--- config.mk ---
export PLATFORM = sky130hd
export DESIGN_NAME = hazard_stall_ctrl
export DESIGN_NICKNAME = d
export VERILOG_FILES = /design/src/rtl/riscv_ctrl_pkg.sv /design/src/rtl/hazard_stall_ctrl_load_use_detect.sv /design/src/rtl/hazard_stall_ctrl.sv
export SDC_FILE = /design/constraint.sdc
export NUM_CORES = 1
export LEC_CHECK = 0
export CORE_MARGIN = 5
export CORE_UTILIZATION = 44
export DETAILED_ROUTE_END_ITERATION = 8
export PLACE_DENSITY = 0.76
export SYNTH_ARGS = -nofsm -noshare
export SYNTH_HDL_FRONTEND = slang
export SYNTH_HIERARCHICAL = 1
export SYNTH_SLANG_ARGS = --single-unit
export TNS_END_PERCENT = 10
--- constraint.sdc ---
create_clock -name clk -period 2.5 [get_ports clk]
set_input_delay 0.5 -clock clk [delete_from_list [all_inputs] [get_ports clk]]
set_output_delay 0.5 -clock clk [all_outputs]
set_load 0.05 [all_outputs]
--- src/rtl/riscv_ctrl_pkg.sv ---
// Shared types and constants for the RISC-V pipeline control blocks.
package riscv_ctrl_pkg;

    typedef enum logic [1:0] {
        RUN      = 2'd0,
        MEM_WAIT = 2'd1,
        ERROR    = 2'd2
    } state_t;

    localparam logic [4:0] REG_X0     = 5'd0;
    localparam int         WAIT_CNT_W = 8;

endpackage

--- src/rtl/hazard_stall_ctrl_load_use_detect.sv ---
// Combinational load-use hazard compare between the load in EX and the operands read in ID.
module load_use_detect
    import riscv_ctrl_pkg::*;
(
    input  logic [4:0] rs1_ID,
    input  logic [4:0] rs2_ID,
    input  logic       use_rs1_ID,
    input  logic       use_rs2_ID,
    input  logic       MemRead_EX,
    input  logic [4:0] RD_EX,
    output logic       loaduse
);

    logic rs1_hit;
    logic rs2_hit;

    assign rs1_hit = use_rs1_ID && (rs1_ID == RD_EX);
    assign rs2_hit = use_rs2_ID && (rs2_ID == RD_EX);

    // x0 is hard-wired to zero, so a load targeting it never creates a dependency
    assign loaduse = MemRead_EX && (RD_EX != REG_X0) && (rs1_hit || rs2_hit);

endmodule

--- src/rtl/hazard_stall_ctrl.sv ---
// Pipeline stall/flush controller: load-use, taken branch and data-memory wait handling,
// with a memory-wait watchdog and a saturating stall-cycle counter.
module hazard_stall_ctrl
    import riscv_ctrl_pkg::*;
#(
    parameter int TIMEOUT = 16,
    parameter int CNT_W   = 32
) (
    input  logic             clk,
    input  logic             reset,
    input  logic [4:0]       rs1_ID,
    input  logic [4:0]       rs2_ID,
    input  logic             use_rs1_ID,
    input  logic             use_rs2_ID,
    input  logic             MemRead_EX,
    input  logic [4:0]       RD_EX,
    input  logic             branch_taken_EX,
    input  logic             mem_op_MEM,
    input  logic             dmem_ready,
    output logic             PC_write,
    output logic             IF_ID_write,
    output logic             ID_EX_write,
    output logic             EX_MEM_write,
    output logic             MEM_WB_write,
    output logic             IF_ID_flush,
    output logic             ID_EX_flush,
    output logic             MEM_WB_flush,
    output logic             mem_error,
    output logic [CNT_W-1:0] stall_cycles
);

    localparam logic [WAIT_CNT_W-1:0] WAIT_LAST = WAIT_CNT_W'(TIMEOUT - 1);

    state_t                state;
    state_t                state_nxt;
    state_t                eff_state;
    logic [WAIT_CNT_W-1:0] wait_cnt;
    logic [WAIT_CNT_W-1:0] wait_cnt_nxt;
    logic                  loaduse;
    logic                  memstall;
    logic                  stall_inc;

    function automatic logic [CNT_W-1:0] sat_inc(input logic [CNT_W-1:0] v);
        return (&v) ? v : v + CNT_W'(1);
    endfunction

    load_use_detect u_load_use_detect (
        .rs1_ID     (rs1_ID),
        .rs2_ID     (rs2_ID),
        .use_rs1_ID (use_rs1_ID),
        .use_rs2_ID (use_rs2_ID),
        .MemRead_EX (MemRead_EX),
        .RD_EX      (RD_EX),
        .loaduse    (loaduse)
    );

    // While reset is held the outputs decode as RUN, whatever the register holds
    assign eff_state = reset ? RUN : state;

    assign memstall = ((eff_state == RUN) && mem_op_MEM && !dmem_ready) ||
                      ((eff_state == MEM_WAIT) && !dmem_ready);

    assign stall_inc = (eff_state != ERROR) &&
                       (memstall || (loaduse && !branch_taken_EX));

    assign mem_error = (eff_state == ERROR);

    always_comb begin
        PC_write     = 1'b1;
        IF_ID_write  = 1'b1;
        ID_EX_write  = 1'b1;
        EX_MEM_write = 1'b1;
        MEM_WB_write = 1'b1;
        IF_ID_flush  = 1'b0;
        ID_EX_flush  = 1'b0;
        MEM_WB_flush = 1'b0;
        if (eff_state == ERROR) begin
            PC_write     = 1'b0;
            IF_ID_write  = 1'b0;
            ID_EX_write  = 1'b0;
            EX_MEM_write = 1'b0;
            MEM_WB_write = 1'b0;
        end else if (memstall) begin
            // Freeze everything; branch/load-use inputs stay stable and are acted on at release
            PC_write     = 1'b0;
            IF_ID_write  = 1'b0;
            ID_EX_write  = 1'b0;
            EX_MEM_write = 1'b0;
            MEM_WB_write = 1'b0;
            MEM_WB_flush = 1'b1;
        end else if (branch_taken_EX) begin
            IF_ID_flush = 1'b1;
            ID_EX_flush = 1'b1;
        end else if (loaduse) begin
            PC_write    = 1'b0;
            IF_ID_write = 1'b0;
            ID_EX_flush = 1'b1;
        end
    end

    always_comb begin
        state_nxt    = state;
        wait_cnt_nxt = wait_cnt;
        case (state)
            RUN: begin
                if (mem_op_MEM && !dmem_ready) begin
                    state_nxt    = MEM_WAIT;
                    wait_cnt_nxt = WAIT_CNT_W'(1);
                end
            end
            MEM_WAIT: begin
                if (dmem_ready) begin
                    state_nxt    = RUN;
                    wait_cnt_nxt = '0;
                end else begin
                    wait_cnt_nxt = wait_cnt + WAIT_CNT_W'(1);
                    if (wait_cnt == WAIT_LAST) begin
                        state_nxt = ERROR;
                    end
                end
            end
            ERROR: begin
                state_nxt = ERROR;
            end
            default: begin
                state_nxt    = RUN;
                wait_cnt_nxt = '0;
            end
        endcase
    end

    always_ff @(posedge clk) begin
        if (reset) begin
            state        <= RUN;
            wait_cnt     <= '0;
            stall_cycles <= '0;
        end else begin
            state    <= state_nxt;
            wait_cnt <= wait_cnt_nxt;
            if (stall_inc) begin
                stall_cycles <= sat_inc(stall_cycles);
            end
        end
    end

endmodule

* Yosys cells after proc, flatten, opt, wreduce, memory -nomap -nowiden *
Cells that the tools add are included.

word-level totals
  register bits = 42
  input bits = 23
  output and inout bits = 41
  logic and storage cells = 62

cells by class
  add/sub/neg operators = 2
  eq/ne operators = 10
  muxes and demuxes = 23
  bitwise logic cells = 2
  reductions and logical operators = 22

operators by type and width
  operator                 count
  $add A32 B1 Y32 const B  1
  $reduce_and A32 Y1       1
  $pmux W8 S3              1
  $mux W8                  2
  $mux W1                  15
  $eq A5 B5 Y1             2
  $logic_and A1 B1 Y1      10
  $add A8 B1 Y8 const B    1
  $eq A8 B4 Y1 const B     1
  $mux W2                  4
  $pmux W2 S3              1
  $reduce_and A2 Y1        3
  $reduce_bool A5 Y1       1
  $eq A2 B1 Y1 const B     2
  $eq A2 B2 Y1 const B     2
  $logic_not A2 Y1         2
  $ne A2 B2 Y1 const B     2
  $logic_or A1 B1 Y1       3
  $ne A3 B3 Y1 const B     1
  $logic_not A1 Y1         2
  $not A1 Y1               2

* Logic depth before layout (Yosys ltp) *
Gate-level depths: netlist (run 1).

  depth in word-level cells = 8
  gate-level depth with buffers = 10
  mapped depth without buffers = 8

* Hierarchy *
The synthesis (run 1) kept the hierarchy.

modules (own cells, without submodules)
  module             instances  cells an instance  area an instance (um^2)  sequential area each (um^2)
  hazard_stall_ctrl  1          273                2322.2                   840.8
  load_use_detect    1          17                 133.9                    0.0

* Worst setup path after synthesis (run 1) *
No wires, ideal clock.

  path type = input to output
  from = in RD_EX[0]
  to = out PC_write
  arrival = 2.963 ns
  data required time = 2.000 ns
  path slack = -0.963 ns
  cell stages on the path = 7
  path buffers = 2
  cells stage by stage = or4_1 > o21ai_1 > a21oi_1 > nor2b_1 > clkbuf_1 > nor3_1 > buf_4

between the ends
  longest elaborated chain between the ends = 8
  elaborated cells on any way between the ends = 12
  classes of those cells = eq/ne (2); mux (4); reduce/logical (6)

RTL lines
  item                                    line                                                                              RTL
  from (decl)                             hazard_stall_ctrl.sv:16                                                           input logic [4:0] RD_EX,
  $eq A5 B5 Y1 (on tied branches)         hazard_stall_ctrl_load_use_detect.sv:17, hazard_stall_ctrl_load_use_detect.sv:18
  $logic_and A1 B1 Y1 (on tied branches)  hazard_stall_ctrl_load_use_detect.sv:17, hazard_stall_ctrl_load_use_detect.sv:18
  $logic_or A1 B1 Y1                      hazard_stall_ctrl_load_use_detect.sv:21                                           assign loaduse = MemRead_EX && (RD_EX != REG_X0) && (rs1_hit || rs2_hit);
  $logic_and A1 B1 Y1 *                   hazard_stall_ctrl_load_use_detect.sv:21
  named net loaduse                       hazard_stall_ctrl.sv:39                                                           logic loaduse;
  $mux W1 * (4 in series)                 -
  to (decl)                               hazard_stall_ctrl.sv:20                                                           output logic PC_write,

Mark *: on every way through the listed nets, which the timed path passes. The rest lies on a longest branch.

* Worst setup path in the final report (run 1) *
  from = in RD_EX[2]
  to = out IF_ID_write

between the ends
  longest elaborated chain between the ends = 8
  elaborated cells on any way between the ends = 12
  classes of those cells = eq/ne (2); mux (4); reduce/logical (6)

RTL lines
  item                                    line                                                                              RTL
  $eq A5 B5 Y1 (on tied branches)         hazard_stall_ctrl_load_use_detect.sv:17, hazard_stall_ctrl_load_use_detect.sv:18
  $logic_and A1 B1 Y1 (on tied branches)  hazard_stall_ctrl_load_use_detect.sv:17, hazard_stall_ctrl_load_use_detect.sv:18
  $logic_or A1 B1 Y1                      hazard_stall_ctrl_load_use_detect.sv:21
  $logic_and A1 B1 Y1 *                   hazard_stall_ctrl_load_use_detect.sv:21
  named net loaduse                       hazard_stall_ctrl.sv:39
  $mux W1 *                               hazard_stall_ctrl.sv:94                                                           end else if (loaduse) begin
  $mux W1 *                               hazard_stall_ctrl.sv:91                                                           end else if (branch_taken_EX) begin
  $mux W1 *                               hazard_stall_ctrl.sv:83                                                           end else if (memstall) begin
  $mux W1 *                               hazard_stall_ctrl.sv:77                                                           if (eff_state == ERROR) begin
  to (decl)                               hazard_stall_ctrl.sv:21                                                           output logic IF_ID_write,

Marked as above.

==> results.sh, run 1 <==
export IMPL_io_pins=64
export IMPL_ys_ff_latch=42
export IMPL_fp_row_count=27
export IMPL_ys_warn_count=6
export IMPL_htreeDepth=2
export IMPL_finish_utilization_pct=66.3
export IMPL_skew_ns=0.00788
export IMPL_cts_sinks=42
export IMPL_die_y_um=84.7
export IMPL_p_int_uw=995
export IMPL_clock_latency_ns=0.29
export IMPL_synth_seq_area_share_pct=34.2
export IMPL_postSynth_asyncResetShare_pct=0
export IMPL_drive_gt1_share_pct=27.4
export IMPL_switching_share_pct=27.3
export IMPL_grt_antenna_before_repair=0
export IMPL_finalSetupViolCount=2
export IMPL_die_x_um=84.7
export IMPL_fp_dieArea_um2=7180
export IMPL_synthTopCellsByCount="42 x dfxtp_1, 28 x nor2_1, 25 x a21oi_1"
export IMPL_cp_required_ns=2.00
export IMPL_cts_buffers=5
export IMPL_synth_top_cell_by_area="dfxtp_1"
export IMPL_fill_cells=448
export IMPL_ant_nets=0
export IMPL_cts_buffer_depth=2
export IMPL_worst_slack_ns=-0.101
export IMPL_ir_worst_vdd_uv=267
export IMPL_hold_path_class="flip-flop to flip-flop"
export IMPL_cp_max_fo=7
export IMPL_grt_setup_unrepaired="yes"
export IMPL_p_comb_share_pct=16.7
export IMPL_power_leakage_uw=0.00124
export IMPL_grtUsageTotal_pct=18.4
export IMPL_p_per_area_nw_per_um2=378
export IMPL_clockPowerShare_pct=33.4
export IMPL_setup_tns_final_ns=-0.202
export IMPL_rr_endpoint="stall_cycles[29]$_SDFFE_PP0P_"
export IMPL_antenna_cells=0
export IMPL_routabilityCongestion=0.838
export IMPL_hold_depth=2
export IMPL_dr_pass1_iters=4
export IMPL_coreArea_um2=5470
export IMPL_hold_path_end="stall_cycles[21]$_SDFFE_PP0P_"
export IMPL_syn_avg_cell_area_um2=8.47
export IMPL_synth_top_area_share_pct=34.2
export IMPL_avgRoutedWirePerCell_um=15.6
export IMPL_vias=2574
export IMPL_reg2reg_depth=5
export IMPL_grt_pass1_vias=2375
export IMPL_status="finished, violations left"
export IMPL_switching_power_uw=375
export IMPL_finalCriticalPeriod_ns=2.60
export IMPL_grt_start_max_net_pins=29
export IMPL_drv_cap=0
export IMPL_period_share_pct=104
export IMPL_routed_wl_mm=7.05
export IMPL_floorplan_initialDensity_pct=44.9
export IMPL_critPathLaunchType="input pin"
export IMPL_dp_hpwl_mm=4.95
export IMPL_placed_area_um2=3310
export IMPL_seq_power_share_pct=49.9
export IMPL_grt_overflow=0
export IMPL_remaining_drc_errors=0
export IMPL_synth_cell_types=50
export IMPL_grt_pass1_wl_mm=11.0
export IMPL_r2r_setup_slack_ns=0.14
export IMPL_worstMarginPinSlew_ns=0.593
export IMPL_synth_top_flop_cell="dfxtp_1"
export IMPL_max_freq_ghz=0.384
export IMPL_hold_viol_final=0
export IMPL_hp_start="stall_cycles[21]$_SDFFE_PP0P_"
export IMPL_hold_buffers=0
export IMPL_rr_startpoint="stall_cycles[9]$_SDFFE_PP0P_"
export IMPL_clk_pin_slew_ns=0.08
export IMPL_syn_nets=315
export IMPL_numPortBuffers=63
export IMPL_final_cell_area_um2=3630
export IMPL_viasPerCell=5.71
export IMPL_final_nets=403
export IMPL_synthesis_area_um2=2460
export IMPL_maxSlewHeadroom_pct=60.1
export IMPL_cp_arrival_ns=2.10
export IMPL_synth_edf_count=0
export IMPL_drtIter0Drc=199
export IMPL_area_growth_pct=47.7
export IMPL_synthCells=290
export IMPL_cts_tree="yes"
export IMPL_yosys_cell_count_top_type="dfxtp_1"
export IMPL_slew_viol_final=0
export IMPL_cts_root_buf="clkbuf_8"
export IMPL_endpoint_kind="primary output"
export IMPL_violations="negative setup slack"
export IMPL_ys_top_cells_by_area="dfxtp_1 34%, or4_1 5.5%, o31ai_1 5.2%"
export IMPL_critical_path_class="input pin to primary output"
==> cells in the final DEF, fill, tap and decap left out, drive strengths merged, types with 2 or more instances in the layout <==
| cell | netlist | routed |
|---|---|---|
| or2 | 2 | 2 |
| a21oi | 25 | 25 |
| inv | 6 | 6 |
| dlygate4sd2 | 0 | 7 |
| o211ai | 2 | 2 |
| nor2 | 28 | 28 |
| clkdlybuf4s15 | 0 | 3 |
| dfxtp | 42 | 42 |
| xnor2 | 2 | 2 |
| nor2b | 5 | 5 |
| clkdlybuf4s50 | 0 | 39 |
| and4 | 2 | 2 |
| o2111ai | 2 | 3 |
| nand4 | 14 | 14 |
| and3 | 2 | 2 |
| o31ai | 17 | 17 |
| nand2 | 17 | 17 |
| xor2 | 14 | 14 |
| mux2 | 5 | 5 |
| o21ai | 13 | 13 |
| and2 | 3 | 3 |
| or4 | 18 | 18 |
| clkbuf | 4 | 8 |
| nor4 | 10 | 10 |
| nand2b | 3 | 3 |
| ha | 2 | 2 |
| nand3 | 15 | 15 |
| nor3 | 4 | 4 |
| or3 | 7 | 7 |
| o21a | 4 | 4 |
| o31a | 2 | 2 |
| buf | 10 | 43 |
==> logic make-up (layout without fill, tap and decap cells) <==
group / count (synthesis) / in the layout / share of synthesized area, %
AOI/OAI and AO/OA: 72 / 73 / 19.8
xor gates and xnor gates: 16 / 16 / 5.71
adders and majority gates: 2 / 2 / 1.02
buffers and inverters: 20 / 108 / 4.64
DFF: 42 / 42 / 34.2
muxes: 6 / 6 / 3.01
and+or+nand+nor: 132 / 132 / 31.6
==> worst max-delay path by stage <==
stage / startpoint / end / slack (ns)
2_1_floorplan: RD_EX[0] / PC_write / -0.22
3_3_place_gp: RD_EX[0] / PC_write / -0.58
3_5_place_dp: RD_EX[3] / stall_cycles[25]$_SDFFE_PP0P_ / -0.67
4_1_cts: RD_EX[3] / stall_cycles[25]$_SDFFE_PP0P_ / -0.04
5_1_grt: RD_EX[2] / PC_write / -0.15
6_report: RD_EX[2] / IF_ID_write / -0.10
==> through the flow <==
step                      instances  hold WS [ns]  setup slack, ns  power [uW]
after CTS                       447         0.520          -0.0360        1370
after global placement          438         0.498           -0.584         909
after floorplan                 290         0.480           -0.218         820
after global routing            451         0.554           -0.151        1430
after detailed placement        438         0.506           -0.670         911
final                           451         0.522           -0.101        1370
==> per-layer routing <==
layer | global-route usage [%] | up-vias | wire length (um) | part of all wire, %
li1 | - | 1277 | - | -
met1 | 23.1 | 1222 | 3020 | 43
met2 | 32.2 | 67 | 3570 | 51
met3 | 3.34 | 8 | 375 | 5.3
met4 | 5.04 | 0 | 86 | 1.2
met5 | 0 | - | 0 | 0
==> final cells by class <==
cell class | instances | area, um2 | area share, %
Clock inverter | 1 | 5.00 | 0.138
Multi-Input combinational cell | 229 | 1690 | 46.5
Clock buffer | 7 | 86.3 | 2.38
Tap cell | 72 | 90.1 | 2.48
Sequential cell | 42 | 841 | 23.2
Inverter | 6 | 22.5 | 0.621
Timing Repair Buffer | 94 | 896 | 24.7
==> flip-flops by register name, indices dropped and copies added (netlist names) <==
signal and cells:
stall_cycles 32, wait_cnt 8, state 2
==> power groups by stage <==
stage | Sequential, uW | Combinational (uW) | Clock, uW
after floorplan | 703 | 117 | 0
after global placement | 699 | 210 | 0
after detailed placement | 699 | 212 | 0
after CTS | 683 | 216 | 467
after global routing | 685 | 244 | 501
final | 683 | 229 | 458
==> worst max-delay path, stage by stage <==
cell     delay [ns]
buf_6          0.10
buf_6          0.11
or4_4          0.53
o21ai_2        0.16
a21oi_2        0.05
nor2b_4        0.13
buf_12         0.15
nor3_4         0.18
buf_6          0.19
==> repair_timing <==
| action | 4_1_cts | 5_1_grt |
|---|---|---|
| pin swaps | 12 | 18 |
| buffers inserted | 2 | 3 |
| setup endpoints to repair | 39 | 31 |
| gates resized for setup | 42 | 31 |
| cloned | 0 | 1 |
(Power assumes the default switching activity.)
==> run 2, diff against run 1 <==
CORE_UTILIZATION = 49   (was 44)
GPL_TIMING_DRIVEN = 0   (was not set)
MAX_ROUTING_LAYER = met4   (was not set)
PLACE_DENSITY = 0.8   (was 0.76)
clock period = 2.7 ns   (was 2.5 ns; I/O delays follow)
==> run 2 against run 1 <==
  * The flow now finishes without violations
  * Global-route usage up 4.2 points
  * Sequential power down 7.6%
  * Non-clock buffer count down 14
  * Clock-buffer cell count down 2
  * Clock power up 12%
  * Routed wire length down 3.2%
  * Cell count down 4.4%
  * Critical endpoint unchanged
  * Largest cell class unchanged
  * Largest power group unchanged
==> results.sh, run 2 (synthesized netlist as in run 1, its figures left out) <==
export IMPL_critPathLaunchType="input pin"
export IMPL_worstMarginPinSlew_ns=0.616
export IMPL_dp_hpwl_mm=4.87
export IMPL_io_pins=64
export IMPL_hold_viol_final=0
export IMPL_grt_start_max_net_pins=15
export IMPL_final_nets=388
export IMPL_viasPerCell=5.83
export IMPL_coreArea_um2=4790
export IMPL_ant_nets=0
export IMPL_drtIter0Drc=184
export IMPL_die_y_um=80.8
export IMPL_max_freq_ghz=0.384
export IMPL_largest_register="stall_cycles"
export IMPL_area_growth_pct=37.2
export IMPL_skew_ns=0.0107
export IMPL_avgRoutedWirePerCell_um=15.8
export IMPL_dr_pass1_iters=5
export IMPL_grt_use_met3_pct=4.43
export IMPL_period_share_pct=96.4
export IMPL_cts_buffer_depth=2
export IMPL_rr_startpoint="stall_cycles[0]$_SDFFE_PP0P_"
export IMPL_hold_slack_ns=0.511
export IMPL_floorplan_initialDensity_pct=51.3
export IMPL_power_leakage_uw=0.00117
export IMPL_hp_start="stall_cycles[15]$_SDFFE_PP0P_"
export IMPL_critical_path_class="input pin to primary output"
export IMPL_hold_depth=2
export IMPL_finalCriticalPeriod_ns=2.60
export IMPL_routed_wl_mm=6.83
export IMPL_clk_pin_slew_ns=0.08
export IMPL_status="complete, no violations"
export IMPL_finalSetupViolCount=0
export IMPL_hold_buffers=0
export IMPL_fill_cells=418
export IMPL_fp_row_count=25
export IMPL_remaining_drc_errors=0
export IMPL_p_per_area_nw_per_um2=397
export IMPL_endpoint_kind="primary output"
export IMPL_routabilityCongestion=0.872
export IMPL_ir_worst_vdd_uv=310
export IMPL_largest_reg_flops=32
export IMPL_grtUsageTotal_pct=22.6
export IMPL_gr_max_usage_layer="met2"
export IMPL_cts_buffers=5
export IMPL_use_met1_pct=27.6
export IMPL_fp_dieArea_um2=6530
export IMPL_maxSlewHeadroom_pct=58.6
export IMPL_grt_pass1_vias=2399
export IMPL_rr_endpoint="stall_cycles[2]$_SDFFE_PP0P_"
export IMPL_cts_root_buf="clkbuf_8"
export IMPL_clock_latency_ns=0.30
export IMPL_cp_arrival_ns=2.06
export IMPL_cp_max_fo=4
export IMPL_setup_tns_final_ns=0
export IMPL_vias=2511
export IMPL_antenna_cells=0
export IMPL_grt_antenna_before_repair=0
export IMPL_numPortBuffers=63
export IMPL_cts_sinks=42
export IMPL_grt_pass1_wl_mm=11.3
export IMPL_reg2reg_depth=6
export IMPL_cts_tree="yes"
export IMPL_grt_setup_unrepaired="yes"
export IMPL_die_x_um=80.8
export IMPL_finish_utilization_pct=70.4
export IMPL_reg_top3="stall_cycles (32), wait_cnt (8), state (2)"
export IMPL_drv_cap=0
export IMPL_hold_path_class="flip-flop to flip-flop"
export IMPL_drive_gt1_share_pct=17.9
export IMPL_layout_commonest_cell="dfxtp_1"
export IMPL_slew_viol_final=0
export IMPL_use_met2_pct=37.9
export IMPL_grt_overflow=0
export IMPL_hold_path_end="stall_cycles[15]$_SDFFE_PP0P_"
export IMPL_final_cell_mix="42 x dfxtp_1, 40 x clkdlybuf4s50_1, 27 x nor2_1, 24 x a21oi_1"
export IMPL_r2r_setup_slack_ns=0.15
export IMPL_cp_required_ns=2.16
export IMPL_htreeDepth=2
[run 2: changes by cell type in the layout (fill, tap and decap cells not counted), moves of 4 or more]
| cell | delta |
|---|---|
| buf_2 | +4 |
| buf_6 | -6 |
| a21oi_2 | -9 |
| or4_1 | +8 |
| or4_4 | -8 |
| dlymetal6s2s_1 | +4 |
| buf_4 | -17 |
| a21oi_1 | +9 |
[run 2: per-layer routing]
metal,up-vias,routed length (um)
met4,0,91
met2,88,3340
met5,-,0
li1,1249,-
met3,6,412
met1,1168,2980
[run 2: worst max-delay path by stage]
| stage | cells after the start | slack (ns) | to | from |
|---|---|---|---|---|
| 5_1_grt | 6 | -0.06 | stall_cycles[30]$_SDFFE_PP0P_ | stall_cycles[0]$_SDFFE_PP0P_ |
| 4_1_cts | 7 | -0.12 | ID_EX_flush | reset |
| 6_report | 8 | 0.1 | IF_ID_write | RD_EX[4] |
| 3_3_place_gp | 9 | -1.02 | PC_write | RD_EX[0] |
| 3_5_place_dp | 9 | -1.04 | PC_write | RD_EX[0] |
| 2_1_floorplan | 7 | -0.1 | PC_write | RD_EX[0] |
[run 2: cell type report]
cell class	count	area, um2	share of cell area, %
Tap cell	67	83.8	2.49
Clock inverter	3	43.8	1.30
Buffer	13	96.3	2.86
Sequential cell	42	841	25.0
Timing Repair Buffer	67	636	18.9
Multi-Input combinational cell	228	1580	46.8
Inverter	6	22.5	0.668
Clock buffer	5	68.8	2.04
[run 2: metrics by stage]
stage / power [uW] / instance area [um2] / setup slack (ns) / cells
after global routing: 1400 / 3370 / -0.0562 / 431
after detailed placement: 839 / 3190 / -1.04 / 420
final: 1340 / 3370 / 0.0963 / 431
after CTS: 1350 / 3340 / -0.125 / 432
after global placement: 835 / 3190 / -1.02 / 420
after floorplan: 760 / 2480 / -0.0983 / 290
[run 2: where the power goes]
group,leakage [uW],total (uW),switching [uW],internal [uW]
Clock,0.0000585,514,236,277
Sequential,0.000339,631,6.59,625
Combinational,0.000775,193,116,76.7
Total,0.00117,1340,359,979
[run 2: critical path, cell delays in order]
cell,delay [ns]
buf_2,0.13
or4_4,0.51
o21ai_2,0.14
a21oi_2,0.05
nor2b_4,0.13
buf_8,0.13
nor3_4,0.24
buf_6,0.19
[run 2: what timing repair did]
action,4_1_cts,5_1_grt
cloned,0,0
buffers inserted,4,0
endpoints found under the hold margin,0,0
resized for setup,65,24
pin swaps,10,11
setup endpoints to repair,39,37
